===== src/rtl/tdm_demux12.sv =====
// tdm_demux12 -- receive-side demultiplexer for an alternating A,B word stream.
//
// Locks onto the A,B alternation (A words carry din_sof), steers each word into
// a registered per-channel output with one-cycle valid strobes, flags and counts
// alternation violations, and re-acquires lock on the next A word.
//
// Ports:
//   clk, rst          rising-edge clock, synchronous active-high reset
//   din               multiplexed input word (WIDTH bits)
//   din_valid         din carries a word this cycle
//   din_sof           din is a channel-A word; ignored when din_valid=0
//   a_out, b_out      last captured channel-A / channel-B word
//   a_valid, b_valid  one-cycle pulse: corresponding output updated
//   pair_valid        one-cycle pulse: a_out/b_out form a complete frame
//   locked            state is EXP_B or EXP_A
//   sync_err          one-cycle pulse on an alternation violation
//   err_cnt           saturating count of sync_err pulses (ERRW bits)
module tdm_demux12 #(
    parameter int unsigned WIDTH = 4,
    parameter int unsigned ERRW  = 8
) (
    input  logic             clk,
    input  logic             rst,
    input  logic [WIDTH-1:0] din,
    input  logic             din_valid,
    input  logic             din_sof,
    output logic [WIDTH-1:0] a_out,
    output logic [WIDTH-1:0] b_out,
    output logic             a_valid,
    output logic             b_valid,
    output logic             pair_valid,
    output logic             locked,
    output logic             sync_err,
    output logic [ERRW-1:0]  err_cnt
);

    typedef enum logic [1:0] {
        HUNT  = 2'd0,
        EXP_B = 2'd1,
        EXP_A = 2'd2
    } state_t;

    state_t            state_q, state_d;
    logic [WIDTH-1:0]  a_out_q, a_out_d;
    logic [WIDTH-1:0]  b_out_q, b_out_d;
    logic              a_valid_q, a_valid_d;
    logic              b_valid_q, b_valid_d;
    logic              pair_valid_q, pair_valid_d;
    logic              sync_err_q, sync_err_d;
    logic [ERRW-1:0]   err_cnt_q, err_cnt_d;

    always_comb begin
        state_d      = state_q;
        a_out_d      = a_out_q;
        b_out_d      = b_out_q;
        a_valid_d    = 1'b0;
        b_valid_d    = 1'b0;
        pair_valid_d = 1'b0;
        sync_err_d   = 1'b0;

        if (din_valid) begin
            unique case (state_q)
                HUNT: begin
                    // Non-A words while hunting are dropped silently.
                    if (din_sof) begin
                        a_out_d   = din;
                        a_valid_d = 1'b1;
                        state_d   = EXP_B;
                    end
                end
                EXP_B: begin
                    // A repeated A word is still a good A word: keep it and
                    // keep waiting for its B partner.
                    a_out_d = din_sof ? din : a_out_q;
                    if (din_sof) begin
                        a_valid_d  = 1'b1;
                        sync_err_d = 1'b1;
                    end else begin
                        b_out_d      = din;
                        b_valid_d    = 1'b1;
                        pair_valid_d = 1'b1;
                        state_d      = EXP_A;
                    end
                end
                EXP_A: begin
                    if (din_sof) begin
                        a_out_d   = din;
                        a_valid_d = 1'b1;
                        state_d   = EXP_B;
                    end else begin
                        sync_err_d = 1'b1;
                        state_d    = HUNT;
                    end
                end
                default: state_d = HUNT;
            endcase
        end

        err_cnt_d = err_cnt_q;
        if (sync_err_d && (err_cnt_q != '1)) begin
            err_cnt_d = err_cnt_q + 1'b1;
        end
    end

    always_ff @(posedge clk) begin
        if (rst) begin
            state_q      <= HUNT;
            a_out_q      <= '0;
            b_out_q      <= '0;
            a_valid_q    <= 1'b0;
            b_valid_q    <= 1'b0;
            pair_valid_q <= 1'b0;
            sync_err_q   <= 1'b0;
            err_cnt_q    <= '0;
        end else begin
            state_q      <= state_d;
            a_out_q      <= a_out_d;
            b_out_q      <= b_out_d;
            a_valid_q    <= a_valid_d;
            b_valid_q    <= b_valid_d;
            pair_valid_q <= pair_valid_d;
            sync_err_q   <= sync_err_d;
            err_cnt_q    <= err_cnt_d;
        end
    end

    assign a_out      = a_out_q;
    assign b_out      = b_out_q;
    assign a_valid    = a_valid_q;
    assign b_valid    = b_valid_q;
    assign pair_valid = pair_valid_q;
    assign sync_err   = sync_err_q;
    assign err_cnt    = err_cnt_q;
    assign locked     = (state_q != HUNT);

endmodule

===== config.mk =====
export PLATFORM = sky130hd
export DESIGN_NAME = tdm_demux12
export DESIGN_NICKNAME = d
export VERILOG_FILES = /design/src/rtl/tdm_demux12.sv
export SDC_FILE = /design/constraint.sdc
export NUM_CORES = 1
export LEC_CHECK = 0
export CORE_ASPECT_RATIO = 1.4
export CORE_UTILIZATION = 44
export CTS_CLUSTER_SIZE = 25
export DETAILED_ROUTE_END_ITERATION = 8
export PLACE_DENSITY = 0.74
export RECOVER_POWER = 100
export SLEW_MARGIN = 20
export SYNTH_ARGS = -nofsm -noshare
export SYNTH_HDL_FRONTEND = slang
export SYNTH_SLANG_ARGS = --single-unit

===== constraint.sdc =====
create_clock -name clk -period 2.3 [get_ports clk]
set_clock_uncertainty 0.1 [all_clocks]
set_input_delay 0.23 -clock clk [delete_from_list [all_inputs] [get_ports clk]]
set_output_delay 0.23 -clock clk [all_outputs]
set_load 0.01 [all_outputs]

==> impl_metrics.py <==
metrics = {
    "status": {
        "status": "complete, no violations",
    },
    "setup_path": {
        "critPathMaxStageDelay_ns": 0.60,
        "worst_path_max_delay_cell": "dlygate4sd3_1",
        "crit_type": "reg2out",
        "worstPathRequired_ns": 1.97,
        "cp_max_fo": 6,
        "reg2reg_from": "state_q[1]$_SDFFE_PP0P_",
        "cp_cell_sequence": "or2_2 > dlygate4sd3_1",
        "ff2ff_setup_slack_ns": 0.55,
        "end_kind": "output port",
        "crit_end": "locked",
        "r2r_cells": 4,
        "reg2reg_to": "err_cnt[4]$_SDFFE_PP0P_",
        "crit_path_start_kind": "flip-flop",
        "cp.arrival_ns": 1.58,
        "startpoint": "state_q[1]$_SDFFE_PP0P_",
    },
    "pwr": {
        "p_per_area_nw_per_um2": 519,
        "p_leak_nw": 0.518,
        "p_comb_share_pct": 9.2,
        "max-vdd-ir-drop_uv": 323,
        "seq_power_share_pct": 60.9,
        "p_int_uw": 467,
        "clkPwrFrac_pct": 29.8,
        "swShare_pct": 24.3,
        "switchingPower_uw": 150,
    },
    "die": {
        "dieArea_um2": 2180,
        "dieWidth_um": 39.7,
        "start_util_pct": 48.0,
        "fp.dieH_um": 54.8,
        "rows": 18,
        "ioPinCount": 29,
        "coreArea_um2": 1820,
    },
    "yosys": {
        "netlist_area_um2": 876,
        "netlist.top_cell.by_area": "dfxtp_1",
        "synth.avg_cell_area_um2": 9.42,
        "netlist.area_leader.share_pct": 48.0,
        "ys_seq_elements": 21,
        "yosys.area_share.adder_pct": 1.43,
        "synth_cells": 93,
        "synthXorXnorAreaFrac_pct": 0,
        "synth_fp_nets": 102,
        "synth_compound_area_share_pct": 9.86,
        "synth-seq-area-share_pct": 48.0,
        "netlist_top_cells_area": "dfxtp_1 48%, mux2i_1 10%, nor2_1 6.0%",
        "synthSimpleGateAreaFrac_pct": 24.3,
        "synth.distinct_cells": 30,
        "synth.area.mux_share_pct": 12.9,
        "synth_top_family_by_area": "simple AND/OR/NAND/NOR gates",
        "ys_warn_count": 0,
    },
    "routing": {
        "wl_um": 1820,
        "wl_met1_um": 803,
        "viasPerCell": 5.40,
        "wl_per_cell_um": 12.7,
        "via_count": 772,
        "drt_iter0_markers": 18,
        "remaining_drc_errors": 0,
        "drt_first_pass_iters": 4,
        "ant_nets": 0,
        "dr_wl_met2_um": 861,
        "top_layer_used": "met4",
        "wl_met3_um": 115,
    },
    "clocking": {
        "clock_sinks": 21,
        "htree_num_levels": 1,
        "cts_setup_buffers": 0,
        "ctsRootBufferMaster": "clkbuf_4",
        "hold_buffers": 0,
        "cts_made_buffers": 3,
        "cts_tree": "done",
        "cts_resized": 0,
        "clk_path_buf_depth": 2,
        "clk_latency_ns": 0.31,
        "cts.reportedPaths.clkPinSlew_ns": 0.12,
    },
    "timing": {
        "period_share_pct": 83.1,
        "maxSlewHeadroom_pct": 66.8,
        "max_freq_mhz": 523,
        "holdWs_ns": 0.405,
        "grt_setup_unrepaired": "no",
        "final.setup.tns_ns": 0,
        "slew_violations": 0,
        "hold_viol": 0,
        "layout_setup_ws_ns": 0.388,
        "layout_min_cycle_time_ns": 1.91,
        "setup_viol": 0,
        "worst_pin_slew_ns": 0.497,
    },
    "final_layout": {
        "seqCellArea_um2": 420,
        "multiInputGateArea_um2": 418,
        "drive_gt1_share_pct": 5.69,
        "num-fill-cells": 174,
        "finalInstanceArea_um2": 1190,
        "area_growth_pct": 35.9,
        "fin_nets": 133,
        "diodes": 0,
    },
    "grt": {
        "antenna_found_initial": 0,
        "grt_pass1_vias": 647,
        "grt_overflow_total": 0,
        "track_usage_pct": 19.4,
        "grt_pass1_wl_um": 2860,
        "grt_max_degree": 16,
    },
    "placed_design": {
        "globalplace.congestion": 0.787,
        "dp_slack_ns": 0.267,
        "placed_cell_area_um2": 1180,
        "io_buffer_count": 28,
        "hpwlAfterDp_um": 1320,
    },
    "worst_hold_path": {
        "hold_depth": 2,
        "hold_class": "reg2reg",
    },
    "flow_run": {
        "drv_cap": 0,
    },
}
[worst max-delay path: cells and delay by family, from the launching register on]
| kind | cells | cell delay, ns |
|---|---|---|
| and+or+nand+nor | 1 | 0.30 |
| buffers and inverters | 1 | 0.60 |
| DFF | 1 | 0.37 |
[synth_stat cells]
library cell and instances:
dfxtp_1 21, nor2_1 14, mux2i_1 9, a21oi_1 7, nand2_1 5, nor2b_1 4, and2_1 3, a211oi_1 2
a31oi_1 2, clkbuf_1 2, inv_1 2, mux2_2 2, nand2b_1 2, nand3_1 2, a21boi_0 1, a311oi_1 1
and3_1 1, and4_1 1, buf_1 1, buf_4 1, clkbuf_2 1, ha_1 1, nand4b_1 1, nand4bb_1 1
nor3_1 1, nor4_1 1, nor4b_2 1, o31ai_1 1, or2_2 1, or4_1 1
[kinds of logic (layout without fill, tap and decap cells)]
family | Yosys count | in the layout
AND/OR/NAND/NOR | 39 | 39
flip-flops | 21 | 21
AO/OA/AOI/OAI | 14 | 14
multiplexers | 11 | 11
buffers and inverters | 7 | 37
adder cells (fa/ha/maj) | 1 | 1
[cells in the final DEF (no fill, tap or decap), types with 3 or more instances in the layout]
cell type / n
clkdlybuf4s50_1: 5
mux2i_1: 9
nor2_1: 14
clkbuf_4: 3
dlygate4sd3_1: 23
nand2_1: 5
nor2b_1: 4
clkbuf_1: 3
dfxtp_1: 21
a21oi_1: 7
[routing by layer]
layer / vias to the layer above / global-route usage, %
met2: 30 / 29.0
li1: 385 / -
met4: 0 / 12.1
met3: 4 / 2.44
met5: - / 0
met1: 353 / 26.0
[registers in the layout, indices dropped and copies added, names as in the netlist]
register / flops
err_cnt: 8
a_out: 4
b_out: 4
state_q: 2
a_valid: 1
pair_valid: 1
sync_err: 1
[through the flow]
| step | std cells | power (mW) | util (%) |
|---|---|---|---|
| 2_1_floorplan | 93 | 0.412 | - |
| 3_3_place_gp | 139 | 0.446 | 64.7 |
| 3_5_place_dp | 139 | 0.447 | 64.7 |
| 4_1_cts | 143 | 0.631 | 66.2 |
| 5_1_grt | 143 | 0.641 | 65.2 |
| 6_report | 143 | 0.617 | 65.2 |
[cell type report]
cell class	instances	share of cell area, %
Sequential cell	21	35.3
Multi-Input combinational cell	65	35.1
Timing Repair Buffer	31	24.5
Tap cell	20	2.10
Clock buffer	3	1.89
Inverter	2	0.631
Clock inverter	1	0.421
[worst min-delay path by stage]
stage                       endpoint                  start  slack (ns)
6_report       b_out[3]$_SDFFE_PP0P_  b_out[3]$_SDFFE_PP0P_        0.41
3_5_place_dp   b_out[1]$_SDFFE_PP0P_  b_out[1]$_SDFFE_PP0P_        0.39
4_1_cts        b_out[1]$_SDFFE_PP0P_  b_out[1]$_SDFFE_PP0P_        0.42
2_1_floorplan  a_out[0]$_SDFFE_PP0P_                 din[0]        0.27
3_3_place_gp   b_out[1]$_SDFFE_PP0P_  b_out[1]$_SDFFE_PP0P_        0.38
5_1_grt        a_out[0]$_SDFFE_PP0P_  a_out[0]$_SDFFE_PP0P_        0.44
[power groups by stage]
stage                     logic, mW  registers, mW  clock network [mW]
after CTS                    0.0627          0.376               0.192
after detailed placement     0.0624          0.385                   0
after floorplan              0.0249          0.387                   0
after global placement       0.0617          0.384                   0
final                        0.0570          0.376               0.184
after global routing         0.0629          0.377               0.200
(Power assumes the default switching activity.)
